### src/rtl/dual_req_accum_sched_if.sv
// Requester-side handshake bundle: one instance per requester.
// The requester drives valid/op/dst/data and the scheduler answers with ready.
interface dual_req_accum_sched_if #(
  parameter int WIDTH = 8
);
  logic             valid;
  logic             ready;
  logic [1:0]       op;
  logic             dst;
  logic [WIDTH-1:0] data;

  modport master (
    output valid,
    output op,
    output dst,
    output data,
    input  ready
  );

  modport slave (
    input  valid,
    input  op,
    input  dst,
    input  data,
    output ready
  );
endinterface

### src/rtl/dual_req_accum_sched.sv
// Round-robin scheduler sharing one add/sub datapath and two registers (a, b)
// between two requesters. Each accepted operation runs IDLE -> EXEC -> WB,
// so the block accepts at most one operation every three cycles.
module dual_req_accum_sched #(
  parameter int WIDTH = 8
) (
  input  logic                  clk,
  input  logic                  rst,
  dual_req_accum_sched_if.slave req0,
  dual_req_accum_sched_if.slave req1,
  output logic [WIDTH-1:0]      a,
  output logic [WIDTH-1:0]      b,
  output logic                  c,
  output logic                  d,
  output logic                  done,
  output logic                  done_id
);

  typedef enum logic [1:0] {
    IDLE = 2'd0,
    EXEC = 2'd1,
    WB   = 2'd2
  } state_t;

  localparam logic [1:0] OP_LOAD  = 2'b00;
  localparam logic [1:0] OP_ADD   = 2'b01;
  localparam logic [1:0] OP_SUB   = 2'b10;

  state_t           state_q;
  logic             lastGrant_q;
  logic [1:0]       op_q;
  logic             dst_q;
  logic [WIDTH-1:0] data_q;
  logic             id_q;
  logic [WIDTH:0]   result_q;
  logic [WIDTH-1:0] a_q;
  logic [WIDTH-1:0] b_q;
  logic             c_q;
  logic             done_q;
  logic             doneId_q;

  logic             ready0_d;
  logic             ready1_d;
  logic [WIDTH-1:0] src_d;
  logic [WIDTH:0]   result_d;

  // Grant logic: a lone requester wins, a tie goes to whoever did not win last.
  always_comb begin
    ready0_d = 1'b0;
    ready1_d = 1'b0;
    if (state_q == IDLE) begin
      ready0_d = req0.valid && (!req1.valid || lastGrant_q);
      ready1_d = req1.valid && (!req0.valid || !lastGrant_q);
    end
  end

  assign req0.ready = ready0_d;
  assign req1.ready = ready1_d;

  // Shared adder/subtractor; the extra MSB carries the carry or borrow.
  always_comb begin
    src_d    = dst_q ? b_q : a_q;
    result_d = '0;
    case (op_q)
      OP_LOAD: result_d = {1'b0, data_q};
      OP_ADD:  result_d = {1'b0, src_d} + {1'b0, data_q};
      OP_SUB:  result_d = {1'b0, src_d} - {1'b0, data_q};
      default: result_d = '0;
    endcase
  end

  // Sequencer: accept in IDLE, compute in EXEC, write back and pulse done in WB.
  always_ff @(posedge clk or negedge rst) begin
    if (!rst) begin
      state_q     <= IDLE;
      lastGrant_q <= 1'b1;
      op_q        <= '0;
      dst_q       <= 1'b0;
      data_q      <= '0;
      id_q        <= 1'b0;
      result_q    <= '0;
      a_q         <= '0;
      b_q         <= '0;
      c_q         <= 1'b0;
      done_q      <= 1'b0;
      doneId_q    <= 1'b0;
    end else begin
      done_q <= 1'b0;
      case (state_q)
        IDLE: begin
          if (ready0_d || ready1_d) begin
            op_q        <= ready1_d ? req1.op   : req0.op;
            dst_q       <= ready1_d ? req1.dst  : req0.dst;
            data_q      <= ready1_d ? req1.data : req0.data;
            id_q        <= ready1_d;
            lastGrant_q <= ready1_d;
            state_q     <= EXEC;
          end
        end
        EXEC: begin
          result_q <= result_d;
          done_q   <= 1'b1;
          doneId_q <= id_q;
          state_q  <= WB;
        end
        WB: begin
          if (dst_q) begin
            b_q <= result_q[WIDTH-1:0];
          end else begin
            a_q <= result_q[WIDTH-1:0];
          end
          if ((op_q == OP_ADD || op_q == OP_SUB) && result_q[WIDTH]) begin
            c_q <= 1'b1;
          end
          state_q <= IDLE;
        end
        default: state_q <= IDLE;
      endcase
    end
  end

  assign a       = a_q;
  assign b       = b_q;
  assign c       = c_q;
  assign d       = (state_q != IDLE);
  assign done    = done_q;
  assign done_id = doneId_q;

endmodule

### src/flat_wrapper.sv
// flat-port wrapper written by rule: the top's interface ports become plain ports
module dual_req_accum_sched_flat 
#(
  parameter int WIDTH = 8
)
  (clk, rst, a, b, c, d, done, done_id, req0_valid, req0_op, req0_dst, req0_data, req0_ready, req1_valid, req1_op, req1_dst, req1_data, req1_ready);
  dual_req_accum_sched_if #(.WIDTH(WIDTH)) req0_i ();
  dual_req_accum_sched_if #(.WIDTH(WIDTH)) req1_i ();
  input  logic clk;
  input  logic rst;
  output logic [WIDTH-1:0] a;
  output logic [WIDTH-1:0] b;
  output logic c;
  output logic d;
  output logic done;
  output logic done_id;
  input wire logic [$bits(req0_i.valid)-1:0] req0_valid;
  input wire logic [$bits(req0_i.op)-1:0] req0_op;
  input wire logic [$bits(req0_i.dst)-1:0] req0_dst;
  input wire logic [$bits(req0_i.data)-1:0] req0_data;
  output wire logic [$bits(req0_i.ready)-1:0] req0_ready;
  input wire logic [$bits(req1_i.valid)-1:0] req1_valid;
  input wire logic [$bits(req1_i.op)-1:0] req1_op;
  input wire logic [$bits(req1_i.dst)-1:0] req1_dst;
  input wire logic [$bits(req1_i.data)-1:0] req1_data;
  output wire logic [$bits(req1_i.ready)-1:0] req1_ready;
  assign req0_i.valid = req0_valid;
  assign req0_i.op = req0_op;
  assign req0_i.dst = req0_dst;
  assign req0_i.data = req0_data;
  assign req0_ready = req0_i.ready;
  assign req1_i.valid = req1_valid;
  assign req1_i.op = req1_op;
  assign req1_i.dst = req1_dst;
  assign req1_i.data = req1_data;
  assign req1_ready = req1_i.ready;
  dual_req_accum_sched #(.WIDTH(WIDTH)) u_core (.clk(clk), .rst(rst), .req0(req0_i), .req1(req1_i), .a(a), .b(b), .c(c), .d(d), .done(done), .done_id(done_id));
endmodule
### config.mk
export PLATFORM = sky130hd
export DESIGN_NAME = dual_req_accum_sched_flat
export DESIGN_NICKNAME = d
export VERILOG_FILES = /design/src/rtl/dual_req_accum_sched_if.sv /design/src/rtl/dual_req_accum_sched.sv /design/src/flat_wrapper.sv
export SDC_FILE = /design/constraint.sdc
export NUM_CORES = 1
export LEC_CHECK = 0
export CAP_MARGIN = 20
export CORE_MARGIN = 8
export CORE_UTILIZATION = 50
export DETAILED_ROUTE_END_ITERATION = 6
export GPL_ROUTABILITY_DRIVEN = 0
export HOLD_SLACK_MARGIN = 0.1
export PLACE_DENSITY_LB_ADDON = 0.15
export SLEW_MARGIN = 0
export SYNTH_ARGS = -nofsm -noshare
export SYNTH_HDL_FRONTEND = slang
export SYNTH_SLANG_ARGS = --single-unit
### constraint.sdc
create_clock -name clk -period 3.95 [get_ports clk]
set_input_delay 0.9875 -clock clk [delete_from_list [all_inputs] [get_ports clk]]
set_output_delay 0.9875 -clock clk [all_outputs]
set_load 0.005 [all_outputs]
# Word-level counts from Yosys, hierarchy flattened
# Cells that the tools add are included.
# Widths: inputs -> output; s select.
word_totals:
  output_inout_bits: 22
  ff_bits: 43
  memories: 0
  ram_bits: 0
  latch_bits: 0
  wordCells: 47
  romBits: 0
classes:
  shift: 0
  n_reduce_logical: 17
  n_mul: 0
  add_sub_neg: 2
  bitwise: 1
  n_lt_le_gt_ge: 0
  n_mux: 10
  n_eq_ne: 5
  div_mod_pow: 0
ops:
  columns: ["operator", "n"]
  rows:
  - ["$pmux 9 s3", 1]
  - ["$mux 8", 2]
  - ["$add 8x8->9", 1]
  - ["$sub 8x8->9", 1]
  - ["$reduce_and 2->1", 4]
  - ["$eq 2x1->1 const B", 2]
  - ["$eq 2x2->1 const B", 2]
  - ["$logic_not 2->1", 2]
  - ["$logic_or 1x1->1", 4]
  - ["$mux 1", 4]
  - ["$mux 2", 2]
  - ["$pmux 2 s2", 1]
  - ["$logic_and 1x1->1", 3]
  - ["$logic_not 1->1", 3]
  - ["$ne 2x2->1 const B", 1]
  - ["$reduce_bool 2->1", 1]
  - ["$not 1->1", 1]

# Logic depth before layout (Yosys ltp)
# Gate-level depths: netlist of run 1.
depth:
  ltp_word: 7
  depth_mapped: 12
  mapped_depth_nobuf: 12

# Worst setup path after synthesis of run 1
# No wires, ideal clock.
synth_path:
  kind: "in2out"
  startpoint: "input req0_valid"
  endpoint: "output req1_ready"
  arrival_ps: 1562
  n_path_buf: 1
  stages: 4
  required_ps: 2963
  slack_ps: 1400
  path_cell_list: "nand2_1 nand3_1 clkbuf_1 inv_1"
synth_via:
  elab_chain_cells: 4
synth_rtl:
  columns: ["item", "line", "rtl"]
  rows:
  - ["start: declaration", "flat_wrapper.sv:17", "input wire logic [$bits(req0_i.valid)-1:0] req0_valid;"]
  - ["$logic_not 1->1", "dual_req_accum_sched.sv:53", "ready1_d = req1.valid && (!req0.valid || !lastGrant_q);"]
  - ["$logic_or 1x1->1", "dual_req_accum_sched.sv:53", null]
  - ["$logic_and 1x1->1", "dual_req_accum_sched.sv:53", null]
  - ["$mux 1", "dual_req_accum_sched.sv:51", "if (state_q == IDLE) begin"]
  - ["end: declaration", "flat_wrapper.sv:26", "output wire logic [$bits(req1_i.ready)-1:0] req1_ready;"]
# Every way passes these cells.

# Final worst setup path of run 1
layout_path:
  startpoint: "input req1_valid"
  endpoint: "output req0_ready"
layout_via:
  elab_chain_cells: 4
layout_rtl:
  columns: ["item", "line", "rtl"]
  rows:
  - ["start: declaration", "flat_wrapper.sv:22", "input wire logic [$bits(req1_i.valid)-1:0] req1_valid;"]
  - ["$logic_not 1->1", "dual_req_accum_sched.sv:52", "ready0_d = req0.valid && (!req1.valid || lastGrant_q);"]
  - ["$logic_or 1x1->1", "dual_req_accum_sched.sv:52", null]
  - ["$logic_and 1x1->1", "dual_req_accum_sched.sv:52", null]
  - ["$mux 1", "dual_req_accum_sched.sv:51", null]
  - ["end: declaration", "flat_wrapper.sv:21", "output wire logic [$bits(req0_i.ready)-1:0] req0_ready;"]
# Every way passes these cells.

==> reports/summary.txt, run 1 <==
DR vias/cell -> 5.53
DP Cell Count -> 329
H-tree levels -> 2
Ant. Diodes -> 0
mux share of post-synthesis cell area -> 12.0%
gr usage total -> 15.9%
Netlist cell types -> 42
share of cells above drive strength 1 -> 13.8%
post-DP HPWL -> 3920 um
final antenna-violating net count -> 0
sequential cell area fraction in the yosys report -> 44.8%
PwrDens -> 946 nW/um^2
critical path data arrival time -> 2.40 ns
final instance area -> 3020 sq um
CP required -> 2.96 ns
Worst Hold Class -> reg2reg
period utilisation layout -> 85.8%
clock root buffer -> clkbuf_8
Synth Area in Compound Gates -> 12.7%
status -> completed
Post-Synth Simple-Gate Area -> 16.2%
Setup TNS -> 0 ns
Rows -> 25
clock latency on the worst-skew pair -> 0.29 ns
maximum clock rate -> 295 MHz
CTS tree -> built
Final setup violation count -> 0
crit start category -> primary input
PortBufs -> 47
hold violation count in the final report -> 0
CTS Sinks -> 43
Area after DPL -> 2900 sq um
total setup buffers inserted after CTS -> 0
floorplan core area -> 4690 sq um
DRC viols -> 0
Yosys warnings -> 0
Top Ports -> 48
slew margin rel. -> 37.0%
count leader, synth -> dfrtp_1
Max clock buf depth -> 2
RSZ-0062 raised after global routing -> false
non-filler cells in the finished layout -> 337
Final Net Count -> 321
Synth Area in Adders -> 7.08%
cell taking the most area after synthesis -> dfrtp_1
Cells after Synth -> 236
peak supply drop -> 0.484 mV
top post-synthesis cells by area -> dfrtp_1 44%, mux2_2 10%, ha_1 6.3%
skew final -> 0.00390 ns
R2R setup slack -> 1.28 ns
clock slew at reported path FFs -> 0.08 ns
CP Capture Type -> output pin
chip height -> 85.3 um
flops & latches, synth -> 43
FFs w/ async S/R, synth -> 100%
post-synth top area share -> 43.8%
Synth Cell Area -> 2400 sq um
vias post-DR -> 1865
post-layout min period -> 3.39 ns
Post-synth EDFFs -> 0
initial antenna violation count -> 0
ys flop type -> dfrtp_1
Leak -> 0.00139 uW
area grow syn2layout -> 25.6%
CTS buffer count -> 5
DRT iter0 DRCs -> 62
die footprint -> 7280 sq um
vias in the first global route -> 1993
largest net degree at the start of global routing -> 44
top cells by count, synth -> 42 x dfrtp_1, 34 x nand2_1, 25 x nor2_1, 22 x mux2_2, 12 x ha_1
crit path kind -> in2out
CP Max Fanout -> 12
WL final -> 5290 um
drt wl/cell -> 15.7 um
post-cts resize count -> 0
Slew Limit Fails -> 0
Syn Area/Cell -> 10.2 sq um
Net Count, Synth -> 275
maxcap violations -> 0
first-pass GRT wire length -> 9260 um
first drt pass iteration count -> 4
Worst-Margin Slew -> 0.945 ns
XOR/XNOR share of the synthesized area -> 3.28%
initial core utilization -> 51.2%
Post-CTS Hold Buffers -> 0
GRT overflow -> 0
largest family of logic cells by synthesized area -> simple AND/OR/NAND/NOR gates
Die X -> 85.3 um
path summary, 6_finish.rpt:
check / start / end / depth (start not counted)
setup / recovery: req1_valid / req0_ready / 5
hold / removal: u_core.c / u_core.c / 1
setup reg to reg: u_core.dst_q / u_core.result_q[6] / 7
hold reg to reg: u_core.c / u_core.c / 1
max in group asynchronous: rst / u_core.b[6] / 1
min in group asynchronous: rst / u_core.b[2] / 1
registers in the layout, indices dropped and copies added (netlist names):
signal	flops
u_core.done_id	1
u_core.b	8
u_core.a	8
u_core.id_q	1
u_core.c	1
u_core.state_q	2
u_core.data_q	8
u_core.dst_q	1
u_core.lastGrant_q	1
u_core.result_q	9
u_core.done	1
u_core.op_q	2
routing by layer:
metal	share of wire, %	track usage, %	vias up	routed length (um)
met5	0	0	-	0
met4	0.98	5.25	0	52
met3	7.8	5.60	5	411
met2	46	26.2	55	2420
met1	46	18.9	878	2410
li1	-	-	927	-
critical path: stages:
cell and delay, ns:
clkdlybuf4s50_1 0.42, nand2b_1 0.07, nand3_1 0.09, inv_1 0.26, clkdlybuf4s50_1 0.57
where the power goes:
group / internal (uW) / switching (uW)
Clock: 204 / 145
Sequential: 644 / 201
Combinational: 891 / 768
cell type report:
| class | instances | area (sq um) |
|---|---|---|
| Clock buffer | 6 | 82.6 |
| Clock inverter | 2 | 35.0 |
| Fill cell | 405 | 1680 |
| Inverter | 11 | 41.3 |
| Multi-Input combinational cell | 172 | 1230 |
| Sequential cell | 43 | 1080 |
| Tap cell | 54 | 67.6 |
| Timing Repair Buffer | 49 | 480 |
metrics by stage:
stage               hold slack (ns)  utilization (%)  power, uW  worst slack, ns
floorplan                     0.437                -       2030             1.40
global placement              0.455             61.8       2480            0.568
detailed placement            0.457             61.8       2520            0.545
CTS                           0.480             64.3       2880            0.535
global route                  0.501             64.3       3120            0.416
finish                        0.475             64.3       2850            0.561
logic make-up after synthesis:
logic type,after synthesis
AOI/OAI and AO/OA,42
xor gates and xnor gates,9
adders and majority gates,13
buffers and inverters,21
DFF,43
muxes,26
and+or+nand+nor,82
layout by cell type, fill, tap and decap left out, types with 2 or more instances in the layout:
cell type	instances
mux2_2	22
buf_4	2
nor3b_1	4
o21a_1	5
clkdlybuf4s50_1	46
o21ai_0	6
mux2i_1	3
nand2b_1	3
nor2b_1	3
nand2_1	34
xnor2_1	7
nand3_1	3
nor4_1	2
a31oi_1	11
xor2_1	2
a22oi_1	2
o31a_1	2
inv_1	11
dfrtp_1	42
nor2_1	25
ha_1	12
a221o_1	5
a211oi_1	2
a21oi_1	3
clkbuf_8	6
Note: power is estimated with default switching activity, not from simulation.
==> inputs of run 2 (changes only) <==
Settings changed: CORE_MARGIN 8 to 3, CORE_UTILIZATION 50 to 35, SETUP_SLACK_MARGIN set to 0.02.
==> run 2 against run 1 <==
Net effect: final area is 1.0% higher; largest cell class unchanged; die area is 8.4% higher; clock power is 13% lower.
==> reports/summary.txt, run 2 (synthesis gave the netlist of run 1 again) <==
status -> completed (unchanged)
Rows -> 29 (was 25)
Pint -> 1700 uW (was 1740 uW)
crit path max-delay cell type -> clkdlybuf4s50_1 (unchanged)
Post-Route Utilization -> 46.9% (was 64.3%)
critical path data arrival time -> 2.40 ns (about the same)
share of cells above drive strength 1 -> 13.7% (was 13.8%)
PortBufs -> 47 (unchanged)
max reg flops -> 9 (unchanged)
area grow syn2layout -> 26.9% (was 25.6%)
CTS Sinks -> 43 (unchanged)
first-pass GRT wire length -> 8910 um (was 9260 um)
CP required -> 2.96 ns (about the same)
fillers -> 605 (was 405)
skew final -> 0.00579 ns (was 0.00390 ns)
sw frac -> 39.6% (was 39.1%)
post-cts resize count -> 0 (unchanged)
die footprint -> 7890 sq um (was 7280 sq um)
net load switching power -> 1110 uW (about the same)
Buf/Inv on CP -> 3 (unchanged)
worst slack at placement -> 0.551 ns (was 0.545 ns)
CTS buffer count -> 5 (unchanged)
Ant. Diodes -> 0 (unchanged)
hold violation count in the final report -> 0 (unchanged)
Final setup violation count -> 0 (unchanged)
RSZ-0062 raised after global routing -> false (unchanged)
clock latency on the worst-skew pair -> 0.29 ns (about the same)
Final WS setup -> 0.559 ns (was 0.561 ns)
most frequent cells in the layout -> 46 x clkdlybuf4s50_1, 42 x dfrtp_1, 34 x nand2_1 (unchanged)
DRC viols -> 0 (unchanged)
GRT overflow -> 0 (unchanged)
worst-path cell chain -> clkdlybuf4s50_1 -> nand2b_1 -> nand3_1 -> inv_1 -> clkdlybuf4s50_1 (unchanged)
crit-path leading delay family -> buffers and inverters (unchanged)
Worst-Margin Slew -> 1.03 ns (was 0.945 ns)
WL final -> 5160 um (was 5290 um)
Final Net Count -> 322 (was 321)
Post-CTS Hold Buffers -> 0 (unchanged)
final instance area -> 3050 sq um (was 3020 sq um)
DRT iter0 DRCs -> 40 (was 62)
DR vias/cell -> 5.08 (was 5.53)
period utilisation layout -> 85.8% (about the same)
Leak -> 0.00139 uW (about the same)
CP max stage delay -> 0.57 ns (about the same)
crit start category -> primary input (unchanged)
post-layout min period -> 3.39 ns (about the same)
PwrDens -> 921 nW/um^2 (was 946 nW/um^2)
post-DP HPWL -> 3790 um (was 3920 um)
commonest non-fill, non-tap cell in the layout -> clkdlybuf4s50_1 (unchanged)
maximum clock rate -> 295 MHz (about the same)
CP Max Fanout -> 12 (unchanged)
Slew Limit Fails -> 0 (unchanged)
clock slew at reported path FFs -> 0.08 ns (about the same)
H-tree levels -> 2 (unchanged)
Area after DPL -> 2930 sq um (was 2900 sq um)
CTS tree -> built (unchanged)
sequential cell area -> 1080 sq um (unchanged)
chip height -> 88.8 um (was 85.3 um)
Reg power frac -> 30.1% (was 29.6%)
initial antenna violation count -> 0 (unchanged)
Top Ports -> 48 (unchanged)
first drt pass iteration count -> 4 (unchanged)
Die X -> 88.8 um (was 85.3 um)
vias in the first global route -> 1825 (was 1993)
clock root buffer -> clkbuf_8 (unchanged)
crit path kind -> in2out (unchanged)
maxcap violations -> 0 (unchanged)
peak supply drop -> 0.312 mV (was 0.484 mV)
final antenna-violating net count -> 0 (unchanged)
Max clock buf depth -> 2 (unchanged)
drt wl/cell -> 14.3 um (was 15.7 um)
largest net degree at the start of global routing -> 44 (unchanged)
Setup TNS -> 0 ns (unchanged)
initial core utilization -> 37.0% (was 51.2%)
CP Capture Type -> output pin (unchanged)
R2R setup slack -> 1.36 ns (was 1.28 ns)
area of the multi-input gates -> 1230 sq um (unchanged)
slew margin rel. -> 31.2% (was 37.0%)
floorplan core area -> 6490 sq um (was 4690 sq um)
Worst Hold Class -> reg2reg (unchanged)
most used cell, CP -> clkdlybuf4s50_1 (unchanged)
vias post-DR -> 1835 (was 1865)
total setup buffers inserted after CTS -> 0 (unchanged)
gr usage total -> 14.4% (was 15.9%)
clock power share -> 10.8% (was 12.2%)
largest register by flop count -> u_core.result_q (unchanged)
Comb power frac -> 59.1% (was 58.2%)
==> run 2: path summary, 6_finish.rpt <==
path | startpoint | end | cells past startpoint
max | req1_valid | req0_ready | 5
min | u_core.c | u_core.c | 1
max reg2reg | u_core.op_q[0] | u_core.result_q[6] | 9
min reg2reg | u_core.c | u_core.c | 1
max in group asynchronous | rst | u_core.op_q[1] | 2
min in group asynchronous | rst | u_core.a[2] | 1
==> run 2: routing by layer <==
| layer | wire length (um) | global-route usage [%] | vias to the layer above |
|---|---|---|---|
| met5 | 0 | 0 | - |
| met4 | 34 | 3.30 | 0 |
| met3 | 392 | 4.10 | 4 |
| met2 | 2200 | 22.1 | 64 |
| met1 | 2530 | 20.3 | 837 |
| li1 | - | - | 930 |
==> run 2: layout make-up <==
type | instances | area share (%)
Tap cell | 77 | 3.16
Inverter | 11 | 1.35
Sequential cell | 43 | 35.3
Clock buffer | 8 | 3.28
Multi-Input combinational cell | 172 | 40.4
Timing Repair Buffer | 50 | 16.4
==> run 2: per-stage QoR <==
step | power, uW | hold WS [ns] | std cells
6_report | 2810 | 0.473 | 361
5_1_grt | 3090 | 0.490 | 361
4_1_cts | 2830 | 0.474 | 360
3_5_place_dp | 2520 | 0.459 | 352
3_3_place_gp | 2500 | 0.456 | 352
2_1_floorplan | 2030 | 0.437 | 236
==> run 2: power groups by stage <==
stage	registers [uW]	logic [uW]	clock network (uW)
floorplan	782	1250	0
global placement	849	1650	0
detailed placement	855	1670	0
CTS	847	1670	313
global route	884	1880	330
finish	845	1660	304
==> run 2: worst reg2reg max path: stages (launching register included) <==
cell and delay (ns):
dfrtp_1 0.41, inv_1 0.09, ha_1 0.31, mux2_2 0.40, fa_1 0.47, nor2b_4 0.14
o31a_1 0.21, or4_1 0.14, nand3_1 0.07, a221o_1 0.25
==> inputs of run 3 (changes only) <==
Settings changed: CELL_PAD_IN_SITES_DETAIL_PLACEMENT set to 2, CELL_PAD_IN_SITES_GLOBAL_PLACEMENT set to 2, CORE_ASPECT_RATIO set to 1.75.
==> run 3 against run 2 <==
Net effect: worst hold slack is essentially flat; clock power grew 43%; clock skew shrank 0.0021 ns; critical endpoint unchanged; largest cell class unchanged; largest power group unchanged; highest routed layer unchanged.
==> reports/summary.txt, run 3 (synthesis gave the netlist of run 1 again) <==
drt wl/cell -> 18.4 um (was 14.3 um)
Leak -> 0.00141 uW (was 0.00139 uW)
max reg flops -> 9 (unchanged)
vias post-DR -> 1944 (was 1835)
worst-path cell chain -> clkdlybuf4s50_1 -> nand2b_1 -> nand3_1 -> inv_1 -> clkdlybuf4s50_1 (unchanged)
Worst Hold Class -> reg2reg (unchanged)
WL final -> 6760 um (was 5160 um)
commonest non-fill, non-tap cell in the layout -> clkdlybuf4s50_1 (unchanged)
peak supply drop -> 0.351 mV (was 0.312 mV)
post-cts resize count -> 0 (unchanged)
Final Net Count -> 323 (was 322)
post-layout min period -> 3.18 ns (was 3.39 ns)
most used cell, CP -> clkdlybuf4s50_1 (unchanged)
skew final -> 0.00367 ns (was 0.00579 ns)
crit start category -> primary input (unchanged)
initial antenna violation count -> 0 (unchanged)
CP Max Fanout -> 2 (was 12)
Comb power frac -> 58.2% (was 59.1%)
initial core utilization -> 36.5% (was 37.0%)
period utilisation layout -> 80.5% (was 85.8%)
net load switching power -> 1260 uW (was 1110 uW)
Worst-Margin Slew -> 0.987 ns (was 1.03 ns)
gr usage total -> 19.7% (was 14.4%)
PortBufs -> 47 (unchanged)
CP required -> 2.96 ns (about the same)
H-tree levels -> 2 (unchanged)
Pint -> 1820 uW (was 1700 uW)
DRT iter0 DRCs -> 63 (was 40)
sw frac -> 40.9% (was 39.6%)
Max clock buf depth -> 2 (unchanged)
Power Total -> 3090 uW (was 2810 uW)
largest register by flop count -> u_core.result_q (unchanged)
GR peak layer -> met2 (unchanged)
hold violation count in the final report -> 0 (unchanged)
post-DP HPWL -> 4940 um (was 3790 um)
chip height -> 116 um (was 88.8 um)
DRC viols -> 0 (unchanged)
CP max stage delay -> 0.50 ns (was 0.57 ns)
CTS tree -> built (unchanged)
Ant. Diodes -> 0 (unchanged)
Reg power frac -> 27.7% (was 30.1%)
Die X -> 68.6 um (was 88.8 um)
DR vias/cell -> 5.30 (was 5.08)
most frequent cells in the layout -> 46 x clkdlybuf4s50_1, 42 x dfrtp_1, 34 x nand2_1 (unchanged)
clock root buffer -> clkbuf_16 (was clkbuf_8)
slew margin rel. -> 34.0% (was 31.2%)
crit path max-delay cell type -> clkdlybuf4s50_1 (unchanged)
area grow syn2layout -> 29.3% (was 26.9%)
largest net degree at the start of global routing -> 44 (unchanged)
crit path kind -> in2out (unchanged)
GRT overflow -> 0 (unchanged)
clock latency on the worst-skew pair -> 0.29 ns (about the same)
Setup TNS -> 0 ns (unchanged)
critical path data arrival time -> 2.19 ns (was 2.40 ns)
first-pass GRT wire length -> 11200 um (was 8910 um)
maxcap violations -> 0 (unchanged)
Slew Limit Fails -> 0 (unchanged)
RSZ-0062 raised after global routing -> false (unchanged)
Post-CTS Hold Buffers -> 0 (unchanged)
share of cells above drive strength 1 -> 14.0% (was 13.7%)
floorplan core area -> 6590 sq um (was 6490 sq um)
CTS buffer count -> 5 (unchanged)
vias in the first global route -> 2167 (was 1825)
CP Capture Type -> output pin (unchanged)
Top Ports -> 48 (unchanged)
maximum clock rate -> 315 MHz (was 295 MHz)
final antenna-violating net count -> 0 (unchanged)
die footprint -> 7930 sq um (was 7890 sq um)
total setup buffers inserted after CTS -> 0 (unchanged)
PwrDens -> 994 nW/um^2 (was 921 nW/um^2)
GR met3 Demand/Resource -> 3.69% (was 4.10%)
status -> completed (unchanged)
met1 Usage GRT -> 20.1% (was 20.3%)
met2 Resource Use GR -> 37.7% (was 22.1%)
first drt pass iteration count -> 4 (unchanged)
Final Hold Slack -> 0.472 ns (was 0.473 ns)
clock power share -> 14.1% (was 10.8%)
Rows -> 39 (was 29)
CTS Sinks -> 43 (unchanged)
Final setup violation count -> 0 (unchanged)
clock slew at reported path FFs -> 0.06 ns (was 0.08 ns)
-- run 3: cell types whose count changed in the layout (fill, tap and decap cells not counted), sizes merged --
cell  delta
buf      +1
-- run 3: final cells by class --
class	instances	area (sq um)
fillers	715	3480
multi-input cells	172	1230
flip-flops and latches	43	1080
repair buffers	51	495
clock buffers	8	156
well taps	82	103
inverters	11	41.3
-- run 3: worst max-delay path, delay by kind of cell --
| kind | cells | cell delay, ns |
|---|---|---|
| simple gates | 2 | 0.17 |
| buf+inv | 3 | 1.03 |
-- run 3: final timing paths --
| check | start | end | slack, ns | cells after the start |
|---|---|---|---|---|
| worst min-delay path | u_core.lastGrant_q | u_core.lastGrant_q | 0.47 | 2 |
| min in group asynchronous | rst | u_core.b[2] | 0.86 | 1 |
| worst max-delay path | req1_valid | req0_ready | 0.77 | 5 |
| worst min register to register | u_core.lastGrant_q | u_core.lastGrant_q | 0.47 | 2 |
| max in group asynchronous | rst | u_core.done | 2.48 | 1 |
| worst max register to register | u_core.op_q[0] | u_core.result_q[6] | 1.23 | 9 |
-- run 3: power groups by stage --
| stage | sequential (uW) | combinational (uW) | clock [uW] |
|---|---|---|---|
| 2_1_floorplan | 782 | 1250 | 0 |
| 3_3_place_gp | 849 | 1700 | 0 |
| 3_5_place_dp | 866 | 1780 | 0 |
| 4_1_cts | 860 | 1830 | 452 |
| 5_1_grt | 894 | 2010 | 476 |
| 6_report | 856 | 1790 | 435 |
-- run 3: through the flow --
stage / instances / instance area, sq um / setup WS, ns / util (%)
floorplan: 236 / 2400 / 1.40 / -
global placement: 359 / 2950 / 0.751 / 44.8
detailed placement: 359 / 2950 / 0.754 / 44.8
CTS: 367 / 3110 / 0.749 / 47.1
global route: 367 / 3110 / 0.675 / 47.1
finish: 367 / 3110 / 0.771 / 47.1
-- run 3: routing by layer --
layer  share of wire, %  routed length (um)
met5                  0                   0
met4                1.7                 118
met3                2.8                 186
met2                 58                3940
met1                 37                2520
==> RTL edit 1 (settings of run 1) <==
Re-encode `state_t` (3 states) as one-hot, 3 bits wide.
--- a/src/rtl/dual_req_accum_sched.sv
+++ b/src/rtl/dual_req_accum_sched.sv
@@ -16,10 +16,10 @@
   output logic                  done_id
 );
 
-  typedef enum logic [1:0] {
-    IDLE = 2'd0,
-    EXEC = 2'd1,
-    WB   = 2'd2
+  typedef enum logic [2:0] {
+    IDLE = 3'b001,
+    EXEC = 3'b010,
+    WB   = 3'b100
   } state_t;
 
   localparam logic [1:0] OP_LOAD  = 2'b00;
Check against the original RTL: same outputs for any inputs over 10 cycles, from zero or initial values and one cycle with rst low; not proved beyond that.
==> RTL edit 1 against run 1 <==
Global-route usage shrank 0.10 points; maximum frequency up 0.15%; power is 3.1% lower; area after synthesis is 1.3% higher; die area rose by 1.0%; final area rose by 1.7%; sequential cell count increased by 1; setup slack improved by 0.0052 ns; sequential power up 1%; routed wire length up 1.4%; clock power is 6.3% higher; highest routed layer unchanged.
==> RTL edit 1: results <==
metrics = {
    "place": {
        "dp_hpwl_microns": 3980,
        "pre_cts_slack_ns": 0.553,
        "io_buffers": 47,
    },
    "power_and_ir_drop": {
        "switching_power_w": 0.00108,
        "max-vdd-ir-drop_mv": 0.407,
        "clock_power_w": 0.000371,
        "p_leak_nw": 1.43,
        "combPwrFrac": 0.556,
    },
    "clock_network": {
        "clk_pin_slew_ns": 0.08,
        "numCtsBuffers": 5,
        "post_cts_buffers": 0,
        "cts_root_buffer": "clkbuf_8",
        "post_cts_resized": 0,
        "cts_max_level": 2,
        "clock_latency_ns": 0.30,
        "clockBufferDepth": 2,
    },
    "worst_setup_path": {
        "timing.rr.end": "u_core.result_q[7]",
        "cp.arrival_ns": 2.40,
        "r2r_cells": 10,
        "crit_path_start": "req1_valid",
        "cp-endpoint": "req0_ready",
        "crit_fanout": 15,
        "r2r-start": "u_core.op_q[0]",
        "r2r_setup_slack_ns": 1.33,
    },
    "logic_synthesis": {
        "synth.distinct_cells": 42,
        "synth_ff_type": "dfrtp_1",
        "synth_common_cells": "42 x dfrtp_1, 38 x nand2_1, 27 x nor2_1, 23 x mux2_2, 12 x ha_1",
        "synthTopCellsByArea": "dfrtp_1 43%, mux2_2 11%, ha_1 6.2%, nand2_1 5.9%, nor2_1 4.2%",
        "async_reset_ff_frac": 1.00,
        "ys_seq_area_frac": 0.454,
        "yosys_warnings": 0,
        "syn_nets": 287,
    },
    "hold_path": {
        "hold_depth": 2,
        "hold_start": "u_core.lastGrant_q",
        "min_to": "u_core.lastGrant_q",
        "holdCritPathClass": "reg2reg",
    },
    "route": {
        "drtAntennaViolNets": 0,
        "vias": 1893,
        "drt_iter0_markers": 135,
        "firstDrtPassIters": 4,
        "routedWlPerCell_microns": 14.9,
    },
    "grt": {
        "grt_pass1_wl_microns": 9270,
        "antenna_found_initial": 0,
        "track_usage": 0.158,
        "grt_max_degree": 45,
    },
    "sta": {
        "max_freq_mhz": 296,
        "fin_skew_ns": 0.00688,
        "worstMarginPinSlew_ns": 0.939,
    },
    "finish": {
        "largest_reg_flops": 9,
        "top_register": "u_core.result_q",
        "drive_above_1_share": 0.154,
        "antenna_cells": 0,
        "nNetsFinal": 331,
    },
    "run_status": {
        "status": "finished, final reports clean",
    },
}
## RTL edit 1: changes by cell type after synthesis, moves of 3 or more
cell,run 1,this run
nand3_1,3,6
a221o_1,5,0
nand2_1,34,38
nor3b_1,4,1
a21oi_1,3,9
o22ai_1,0,4
## RTL edit 1: metrics by stage
stage          utilization  power, W  std cells  instance area, sq um  hold WS [ns]
2_1_floorplan            -   0.00191        248                  2430         0.439
3_3_place_gp         0.623   0.00234        352                  2940         0.452
3_5_place_dp         0.623   0.00238        352                  2940         0.460
4_1_cts              0.650   0.00278        360                  3070         0.473
5_1_grt              0.650   0.00302        360                  3070         0.489
6_report             0.650   0.00276        360                  3070         0.472
## RTL edit 1: final cells by class
class,count,area (sq um)
Clock buffer,7,96.3
Clock inverter,1,30.0
Fill cell,395,1660
Inverter,11,41.3
Multi-Input combinational cell,181,1230
Sequential cell,44,1100
Tap cell,67,83.8
Timing Repair Buffer,49,480
## RTL edit 1: cells by family (layout without fill, tap and decap cells)
| family | count (synthesis) | in the layout | share of synthesized area |
|---|---|---|---|
| AOI/OAI and AO/OA | 43 | 43 | 0.117 |
| xor gates and xnor gates | 9 | 9 | 0.0324 |
| adders and majority gates | 13 | 13 | 0.0700 |
| buffers and inverters | 23 | 68 | 0.0396 |
| DFF | 44 | 44 | 0.454 |
| muxes | 25 | 25 | 0.115 |
| and+or+nand+nor | 91 | 91 | 0.172 |
## RTL edit 1: worst max-delay path, cell delays in order
cell and delay (ns):
clkdlybuf4s50_1 0.42, nand2b_1 0.09, nand3_2 0.26, inv_2 0.13, clkdlybuf4s50_1 0.51
## RTL edit 1: metal layers
metal  GRT usage  wire length (microns)  vias up
li1            -                      -      940
met1       0.198                   2430      896
met2       0.254                   2530       50
met3      0.0430                    331        7
met4      0.0573                     74        0
met5           0                      0        -
==> RTL edit 2 (config.mk and constraints of run 1) <==
Without the edit above. `WIDTH` is set to 8 in 3 places; all go to 6.
--- a/src/rtl/dual_req_accum_sched_if.sv
+++ b/src/rtl/dual_req_accum_sched_if.sv
@@ -1,7 +1,7 @@
 // Requester-side handshake bundle: one instance per requester.
 // The requester drives valid/op/dst/data and the scheduler answers with ready.
 interface dual_req_accum_sched_if #(
-  parameter int WIDTH = 8
+  parameter int WIDTH = 6
 );
   logic             valid;
   logic             ready;
--- a/src/rtl/dual_req_accum_sched.sv
+++ b/src/rtl/dual_req_accum_sched.sv
@@ -2,7 +2,7 @@
 // between two requesters. Each accepted operation runs IDLE -> EXEC -> WB,
 // so the block accepts at most one operation every three cycles.
 module dual_req_accum_sched #(
-  parameter int WIDTH = 8
+  parameter int WIDTH = 6
 ) (
   input  logic                  clk,
   input  logic                  rst,
--- a/src/flat_wrapper.sv
+++ b/src/flat_wrapper.sv
@@ -1,7 +1,7 @@
 // flat-port wrapper written by rule: the top's interface ports become plain ports
 module dual_req_accum_sched_flat 
 #(
-  parameter int WIDTH = 8
+  parameter int WIDTH = 6
 )
   (clk, rst, a, b, c, d, done, done_id, req0_valid, req0_op, req0_dst, req0_data, req0_ready, req1_valid, req1_op, req1_dst, req1_data, req1_ready);
   dual_req_accum_sched_if #(.WIDTH(WIDTH)) req0_i ();
Interface: changed (resized a, b, req0_data and req1_data); port bits go from 48 to 40. No check against the original RTL was run, so the function may have changed too.
==> RTL edit 2 against run 1 <==
Setup slack better by 0.12 ns; critical endpoint unchanged; sequential power down 22%; highest routed layer unchanged; via count fell by 19%; final area fell by 19%; worst hold slack worse by 0.0053 ns; utilization is 3.0 points higher; sequential cell count down 8; area after synthesis is 22% lower; largest power group unchanged; power shrank 18%; routed wire length fell by 23%.
==> RTL edit 2: results <==
metrics = {
    "route": {
        "dr_wl_met2_microns": 1940,
        "met3_length_microns": 283,
        "viasPerCell": 5.38,
        "drt-met1-wl_microns": 1740,
        "firstDrtPassIters": 6,
    },
    "place": {
        "dpl_cell_area_sq_um": 2330,
        "dp_hpwl_microns": 3200,
        "io_buffers": 39,
        "pre_cts_slack_ns": 0.669,
    },
    "power_and_ir_drop": {
        "max-vdd-ir-drop_mv": 0.368,
        "pg_comb_w": 0.00135,
        "switching_power_w": 0.000938,
        "p_leak_nw": 1.15,
    },
    "finish": {
        "multi_input_area_sq_um": 936,
        "largest_reg_flops": 7,
        "signal_buffers": 42,
        "clock_tree_area_fraction": 0.0481,
        "nonClkBufAreaFrac": 0.169,
        "register_area_sq_um": 877,
        "drive_above_1_share": 0.111,
    },
    "worst_setup_path": {
        "crit_path_max_incr_delay_ns": 0.53,
        "r2r_setup_slack_ns": 1.23,
        "cp.arrival_ns": 2.28,
    },
    "logic_synthesis": {
        "ys_seq_area_frac": 0.467,
        "syn-cell-area_sq_um": 1880,
        "syn_nets": 223,
        "synth.distinct_cells": 37,
        "synthCells": 190,
    },
    "grt": {
        "track_usage": 0.138,
        "use_met1": 0.134,
    },
    "sta": {
        "finalHoldWorstSlack_ns": 0.470,
    },
    "run_status": {
        "status": "finished, final reports clean",
    },
}
RTL edit 2: changes by cell type after synthesis, moves of 3 or more:
cell	delta
a221o_1	-5
dfrtp_1	-8
mux2_1	+5
mux2_2	-11
nor2_1	-9
nor3b_1	-3
o21a_1	-4
RTL edit 2: kinds of logic (layout without fill, tap and decap cells):
logic type               after synthesis  count (layout)  share of synthesized area
buffers and inverters                 17              61                     0.0346
XOR/XNOR                               6               6                     0.0280
AND/OR/NAND/NOR                       63              63                      0.144
AO/OA/AOI/OAI                         39              39                      0.137
adder cells (fa/ha/maj)               11              11                     0.0773
multiplexers                          19              19                      0.113
flip-flops                            35              35                      0.467
RTL edit 2: worst max-delay path by stage:
stage | endpoint | cells after the start | slack (ns)
6_report | req0_ready | 5 | 0.68
5_1_grt | req0_ready | 5 | 0.56
4_1_cts | req0_ready | 5 | 0.66
3_5_place_dp | req0_ready | 5 | 0.67
3_3_place_gp | req0_ready | 5 | 0.68
2_1_floorplan | req1_ready | 4 | 1.48
